**src/rtl/qarctan_two_input.sv**
```systemverilog
// Quantized atan2(y, x) with 10-bit fraction: pops one y/x pair, divides serially over
// 32 cycles, then pushes the signed angle to the output FIFO.
module qarctan_two_input (
   input  logic        clock,
   input  logic        reset,
   output logic        inA_rd_en,
   input  logic        inA_empty,
   input  logic [31:0] inA_dout,
   output logic        inB_rd_en,
   input  logic        inB_empty,
   input  logic [31:0] inB_dout,
   output logic        out_wr_en,
   input  logic        out_full,
   output logic [31:0] out_din
);

   localparam logic signed [31:0] QUAD1 = 32'sd804;
   localparam logic signed [31:0] QUAD3 = 32'sd2412;
   localparam int unsigned        BITS  = 10;

   typedef enum logic [1:0] {StRead, StDiv, StCalc, StWrite} state_e;

   state_e      state_q, state_d;
   logic        y_neg_q, y_neg_d;
   logic        x_neg_q, x_neg_d;
   logic        num_neg_q, num_neg_d;
   logic [31:0] den_q, den_d;
   logic [31:0] quo_q, quo_d;
   logic [31:0] rem_q, rem_d;
   logic [4:0]  cnt_q, cnt_d;
   logic [31:0] out_din_q, out_din_d;

   logic               pop;
   logic signed [31:0] y_in, x_in, ay, num, den;
   logic [32:0]        trial;
   logic signed [31:0] r, p, p_adj, d, angle;

   // Both FIFOs are popped together or not at all.
   assign pop       = reset && (state_q == StRead) && !inA_empty && !inB_empty;
   assign inA_rd_en = pop;
   assign inB_rd_en = pop;
   assign out_wr_en = (state_q == StWrite) && !out_full;
   assign out_din   = out_din_q;

   // Divider setup straight from the FIFO heads so DIV can start the next cycle.
   always_comb begin
      y_in = inA_dout;
      x_in = inB_dout;
      ay   = (y_in[31] ? -y_in : y_in) + 32'sd1;
      if (!x_in[31]) begin
         num = (x_in - ay) <<< BITS;
         den = x_in + ay;
      end else begin
         num = (x_in + ay) <<< BITS;
         den = ay - x_in;
      end
   end

   always_comb begin
      trial = {rem_q, quo_q[31]} - {1'b0, den_q};
      r     = num_neg_q ? -$signed(quo_q) : $signed(quo_q);
      p     = QUAD1 * r;
      // Bias negative products so the arithmetic shift truncates toward zero.
      p_adj = p + (p[31] ? 32'sd1023 : 32'sd0);
      d     = p_adj >>> BITS;
      angle = (x_neg_q ? QUAD3 : QUAD1) - d;
      if (y_neg_q) angle = -angle;
   end

   always_comb begin
      state_d   = state_q;
      y_neg_d   = y_neg_q;
      x_neg_d   = x_neg_q;
      num_neg_d = num_neg_q;
      den_d     = den_q;
      quo_d     = quo_q;
      rem_d     = rem_q;
      cnt_d     = cnt_q;
      out_din_d = out_din_q;
      unique case (state_q)
         StRead: begin
            if (pop) begin
               y_neg_d   = y_in[31];
               x_neg_d   = x_in[31];
               num_neg_d = num[31];
               quo_d     = num[31] ? -num : num;
               den_d     = den;
               rem_d     = '0;
               cnt_d     = '0;
               state_d   = StDiv;
            end
         end
         StDiv: begin
            if (!trial[32]) begin
               rem_d = trial[31:0];
               quo_d = {quo_q[30:0], 1'b1};
            end else begin
               rem_d = {rem_q[30:0], quo_q[31]};
               quo_d = {quo_q[30:0], 1'b0};
            end
            cnt_d = cnt_q + 5'd1;
            if (cnt_q == 5'd31) state_d = StCalc;
         end
         StCalc: begin
            out_din_d = angle;
            state_d   = StWrite;
         end
         StWrite: begin
            if (!out_full) state_d = StRead;
         end
         default: state_d = StRead;
      endcase
   end

   always_ff @(posedge clock or negedge reset) begin
      if (!reset) begin
         state_q   <= StRead;
         y_neg_q   <= 1'b0;
         x_neg_q   <= 1'b0;
         num_neg_q <= 1'b0;
         den_q     <= '0;
         quo_q     <= '0;
         rem_q     <= '0;
         cnt_q     <= '0;
         out_din_q <= '0;
      end else begin
         state_q   <= state_d;
         y_neg_q   <= y_neg_d;
         x_neg_q   <= x_neg_d;
         num_neg_q <= num_neg_d;
         den_q     <= den_d;
         quo_q     <= quo_d;
         rem_q     <= rem_d;
         cnt_q     <= cnt_d;
         out_din_q <= out_din_d;
      end
   end

endmodule

```
**config.mk**
```make
export PLATFORM = sky130hd
export DESIGN_NAME = qarctan_two_input
export DESIGN_NICKNAME = d
export VERILOG_FILES = /design/src/rtl/qarctan_two_input.sv
export SDC_FILE = /design/constraint.sdc
export NUM_CORES = 1
export LEC_CHECK = 0
export BUFFER_PORTS_ARGS = -buffer_cell sky130_fd_sc_hd__buf_2
export CAP_MARGIN = 15
export CORE_AREA = 2 2 159 278
export CTS_CLUSTER_DIAMETER = 80
export DETAILED_ROUTE_END_ITERATION = 8
export DIE_AREA = 0 0 161 280
export HOLD_SLACK_MARGIN = 0.05
export PLACE_DENSITY = 0.72
export SLEW_MARGIN = 30
export SYNTH_ARGS = -nofsm -noshare
export SYNTH_HDL_FRONTEND = slang
export SYNTH_SLANG_ARGS = --single-unit
```
**constraint.sdc**
```tcl
create_clock -name clock -period 28.5 [get_ports clock]
set_input_delay 1.425 -clock clock [delete_from_list [all_inputs] [get_ports clock]]
set_output_delay 1.425 -clock clock [all_outputs]
set_load 0.01 [all_outputs]
```
# --- Yosys cells after proc, flatten, opt, wreduce, memory -nomap -nowiden ---
# Cells that the tools add are included.
classes:
  eq_ne: 7
  add_sub_neg: 12
  reduce_logical: 12
  n_lt_le_gt_ge: 0
  shifts: 0
  n_bitwise: 0
  mux: 20
  mul: 1
  div: 0
op_table:
  columns: ["cell", "n"]
  rows:
  - ["32-bit 2-to-1 mux", 9]
  - ["32-bit one-hot mux with 2 select lines", 2]
  - ["32-bit negation", 3]
  - ["33-bit by 32-bit subtractor with 33-bit output", 1]
  - ["32-bit by 11-bit adder with 32-bit output", 1]
  - ["32-bit by 2-bit adder with 32-bit output (second input constant)", 1]
  - ["32-bit adder", 1]
  - ["9-bit by 32-bit multiplier with 30-bit output (first input constant)", 1]
  - ["23-bit negation with 32-bit output", 1]
  - ["32-bit subtractor", 1]
  - ["13-bit by 22-bit subtractor with 23-bit output", 1]
  - ["22-bit subtractor", 1]
  - ["12-bit 2-to-1 mux", 1]
  - ["10-bit 2-to-1 mux", 1]
  - ["5-bit one-hot mux with 2 select lines", 1]
  - ["2-bit one-hot mux with 4 select lines", 1]
  - ["2-bit 2-to-1 mux", 3]
  - ["2-bit inequality test (second input constant)", 3]
  - ["5-bit by 1-bit adder with 5-bit output (second input constant)", 1]
  - ["5-bit equality test (second input constant)", 1]
  - ["5-bit 2-to-1 mux", 1]
  - ["2-bit equality test (second input constant)", 2]
  - ["1-bit logical AND", 4]
  - ["2-bit AND reduction", 2]
  - ["6 further kinds", 8]
word_totals:
  elab_cells: 61
  rom_bits: 0
  ramBits: 0
  reg_bits: 138
  output_inout_bits: 35
  latchBits: 0
  mem_count: 0
  in_bits: 69

# --- Longest topological paths before layout ---
depth:
  ltp_word: 9
  ltp_mapped: 48
  ltp_nobuf: 44

# --- Worst setup path after synthesis ---
# OpenSTA, ideal clock, no wires.
synth_timing:
  path_kind: "reg2reg"
  from: "reg quo_q[8]"
  to: "reg out_din_q[18], in the netlist out_din[18]"
  n_path_buf: 3
  arrival_time_ps: 10441
  t_required_ps: 28361
  setup_ps: 139
  stages_incl_launch_ff: 43
  setup_slack_ps: 17920
  period_less_slack_ps: 10580
  path_cell_list: "dfrtp_1 > clkbuf_1 > nor4_1 > nand4_1 > or2_2 > o21ai_0 > xnor2_1 > ha_1 > inv_1 > fa_1 > fa_1 > inv_1 > ha_1 > ha_1 > a21o_1 > a21oi_1 > nor3b_1 > nand2_1 > [7 not listed] > nor3b_1 > a21oi_1 > o21a_1 > buf_6 > buf_6 > xnor2_1 > inv_1 > ha_1 > or4_1 > mux2_4 > a21oi_4 > xnor2_1 > or3_1 > or2_0 > or3_4 > or3_4 > o31a_1 > or4_1"
synth_between:
  elab_chain_len: 8
synth_lines:
  columns: ["element", "line", "source"]
  rows:
  - ["start, declared", "28", "logic [31:0] quo_q, quo_d;"]
  - ["start signal, assigned", "132", "quo_q <= quo_d;"]
  - ["32-bit negation", "61", "r = num_neg_q ? -$signed(quo_q) : $signed(quo_q);"]
  - ["32-bit 2-to-1 mux (*)", "61", null]
  - ["9-bit by 32-bit multiplier with 30-bit output (*)", "62", "p = QUAD1 * r;"]
  - ["10-bit 2-to-1 mux", "64", "p_adj = p + (p[31] ? 32'sd1023 : 32'sd0);"]
  - ["32-bit by 11-bit adder with 32-bit output (*)", "64", null]
  - ["13-bit by 22-bit subtractor with 23-bit output (*)", "66", "angle = (x_neg_q ? QUAD3 : QUAD1) - d;"]
  - ["23-bit negation with 32-bit output", "67", "if (y_neg_q) angle = -angle;"]
  - ["32-bit 2-to-1 mux (*)", "67", null]
  - ["end signal, assigned", "135", "out_din_q <= out_din_d;"]
  - ["end, declared", "31", "logic [31:0] out_din_q, out_din_d;"]
# Every way passes the cells marked *; elsewhere a longest branch is shown, timed or not.
# A chain may end at the register's enable or synchronous reset.

# --- Worst setup path after layout ---
layout_timing:
  from: "reg quo_q[2]"
  to: "reg out_din_q[31], in the netlist out_din[31]"
# The elaborated chain is that of the path after synthesis.

==> results.txt <==
----------------------------------------------------
[Outcome]
  Run status ... finished, final reports clean

[CTS]
  Clock slew at reported path FFs ... 0.07 ns
  Number of hold buffers added after CTS ... 0
  TritonCTS Buffers ... 17
  CTS Sinks ... 138
  CTS root buffer ... clkbuf_16
  Number of buffers between clock root and the deepest sink ... 2
  Post-CTS setup-driven buffer insertion count ... 0
  TritonCTS clock tree ... built
  Clock latency on the worst-skew pair ... 0.46 ns
  Post-cts gate resize count ... 0
  Number of levels the H-tree was split into ... 4

[STA]
  Crit share post-route ... 42.1%
  Worst-case headroom to the max-slew limit ... 41.0%
  Number of slew-limit violations in the final report ... 0
  Hold Fails Final Rpt ... 0
  RSZ-0062 raised after global routing ... no
  Final setup violating endpoints ... 0
  Total Neg Setup Slack ... 0 ns
  Transition time at the pin with the least slew margin ... 0.886 ns
  Fmax achieved ... 83.3 MHz
  Setup skew after layout ... 0.0139 ns
  Shortest clock period the worst path allows after layout ... 12.01 ns

[Cells and area]
  Final net count ... 2,814
  Fill cells ... 4,263
  Share of final-layout standard cells stronger than drive strength 1 ... 8.09%
  Layout-stage area growth over the synthesis result ... 8.24%
  Antenna cell count ... 0

[Critical path]
  Reg-to-reg critical path startpoint ... quo_q[2]
  Critical path class ... flip-flop to flip-flop
  Reg2Reg Depth ... 40
  Worst setup EP type ... flip-flop
  Critical Path AT ... 12.31 ns
  Crit path from ... quo_q[2]
  Crit-path max FO ... 21
  Stage delay of the slowest cell on the critical path ... 0.64 ns
  Required time worst endpoint ... 28.80 ns
  Slowest cell on crit path ... o21a_1
  Element type at the critical path start ... flip-flop
  Top cell by count, worst path ... ha_1

[Route]
  Pre-antenna DRT Iters ... 5
  DRT antenna net count ... 0
  Total wirelength of the detailed-routed design ... 48,300 um
  Iteration-0 DRC count of the detailed router ... 675
  Via-to-Cell Ratio ... 5.71
  Drt drc ... 0
  Total via count in the routed design ... 17,491
  Routed wire per std cell ... 15.8 um

[Yosys]
  Post-synthesis cell count ... 2,449
  Most used DFF post-synth ... dfrtp_1
  Mean cell area of the mapped netlist ... 7.82 um2
  Number of synthesis warnings ... 0
  Proportion of netlist area held by the largest area contributor ... 18.0%
  Cell type with the highest aggregate area in the netlist ... dfrtp_1
  Top-count cell post-synth ... ha_1
  Cell types with the largest area share after synthesis ... dfrtp_1 18%, ha_1 15%, xnor2_1 8.2%
  Register bit count reported by yosys ... 138
  Yosys cell types ... 87
  Cell area after synthesis ... 19,200 um2
  Sequential-to-total area share from yosys stat ... 18.0%
  Async S/R FF share, synth ... 100%
  EDFF count, synth ... 0
  Most used standard cells in the synthesized netlist ... 233 x ha_1, 220 x inv_1, 211 x nand2_1, 181 x o21ai_0, 179 x xnor2_1
  Nets in the synthesized netlist ... 2,780

[Place]
  Number of buffer cells added on primary ports ... 103
  Gpl congestion ... 0.910
  DP HPWL ... 39,500 um

[Die]
  Number of rows created at floorplan ... 101
  Overall die area ... 45,100 um2
  Initial cell density of the core ... 44.6%
  Die Height ... 280 um
  Width of the die ... 161 um
  Floorplan Core Area ... 43,000 um2
  Boundary Pins ... 104

[Job]
  Max-cap violation count ... 0

[Global route]
  Antenna violations before repair ... 0
  Tot GR Track Use ... 21.7%
  Maximum number of pins on one net before global-route repair ... 65
  Remaining global-route overflow ... 0
  Via count of the first global-routing pass ... 17,971
  Wire length of the first global-routing pass ... 82,100 um

[Min path]
  Tightest Hold Check Type ... flip-flop to flip-flop
  Hold Path Cell Cnt ... 2
  Worst Min Path Start ... den_q[12]

----------------------------------------------------
==> cell usage in the layout, fill, tap and decap left out, drive strengths merged, types with 14 or more instances in the layout <==
cell type	n
a211oi	25
a21o	45
a21oi	140
a22o	14
a22oi	30
a31oi	30
and2	15
and3	22
buf	118
clkbuf	17
dfrtp	138
fa	29
ha	233
inv	230
mux2	15
mux2i	50
nand2	211
nand3	60
nand4	14
nor2	153
nor2b	21
nor3	72
o211ai	22
o21a	18
o21ai	188
o21bai	16
o31ai	39
o41ai	16
or2	17
or3	42
or4	17
xnor2	180
xor2	109
==> routing by layer <==
| metal | vias up | global-route usage (%) | part of all wire (%) |
|---|---|---|---|
| met3 | 117 | 1.95 | 2.2 |
| met2 | 361 | 44.6 | 57 |
| li1 | 8736 | - | - |
| met4 | 0 | 9.62 | 3.4 |
| met1 | 8277 | 21.3 | 38 |
| met5 | - | 0 | 0 |
==> cell type report <==
type                       instances  area [um2]  share of cell area (%)
sequential                       138        3450                    16.7
clock buffer                      17         425                    2.05
inverter                         223         837                    4.04
tap                              566         708                    3.42
timing repair buffer             118         634                    3.06
clock inverter                    15         174                   0.839
multi-input combinational       1985       14500                    69.9
==> cells by family after synthesis <==
group | count (synthesis) | share of synthesized area (%)
muxes | 65 | 3.51
AOI/OAI and AO/OA | 667 | 22.5
DFF | 138 | 18.0
and+or+nand+nor | 702 | 17.9
adders and majority gates | 262 | 18.2
buffers and inverters | 326 | 6.54
xor gates and xnor gates | 289 | 13.3
==> worst max-delay path: cells and delay by family, from the launching register on <==
family,cells,cell delay (ns)
simple gates,13,4.07
xor+xnor,4,0.95
fa+ha+maj,7,2.59
compound gates,11,3.02
flops,1,0.44
buf+inv,4,0.47
mux,1,0.31
==> through the flow <==
step / setup WS (ns) / util (%) / hold slack [ns] / instances / instance area, um2
floorplan: 17.92 / - / 0.450 / 2449 / 19200
finish: 16.49 / 48.3 / 0.479 / 3062 / 20700
global placement: 16.86 / 46.8 / 0.463 / 3030 / 20100
detailed placement: 16.54 / 46.8 / 0.471 / 3030 / 20100
CTS: 16.50 / 48.2 / 0.487 / 3062 / 20700
global route: 15.58 / 48.3 / 0.510 / 3062 / 20700
==> state kept, by name (all words and copies together) (netlist names) <==
signal     count
den_q         32
out_din       32
quo_q         32
rem_q         32
cnt_q          5
state_q        2
num_neg_q      1
x_neg_q        1
y_neg_q        1
==> path summary, 6_finish.rpt <==
| path | to | slack [ns] |
|---|---|---|
| max | out_din[31] | 16.49 |
| min | den_q[12] | 0.48 |
| max reg2reg | out_din[31] | 16.49 |
| min reg2reg | den_q[12] | 0.48 |
| max in group asynchronous | quo_q[16] | 26.41 |
| min in group asynchronous | quo_q[18] | 0.88 |
Power is not shown: default switching activity piles up to over one toggle a cycle in this logic, so the estimate is an artifact.
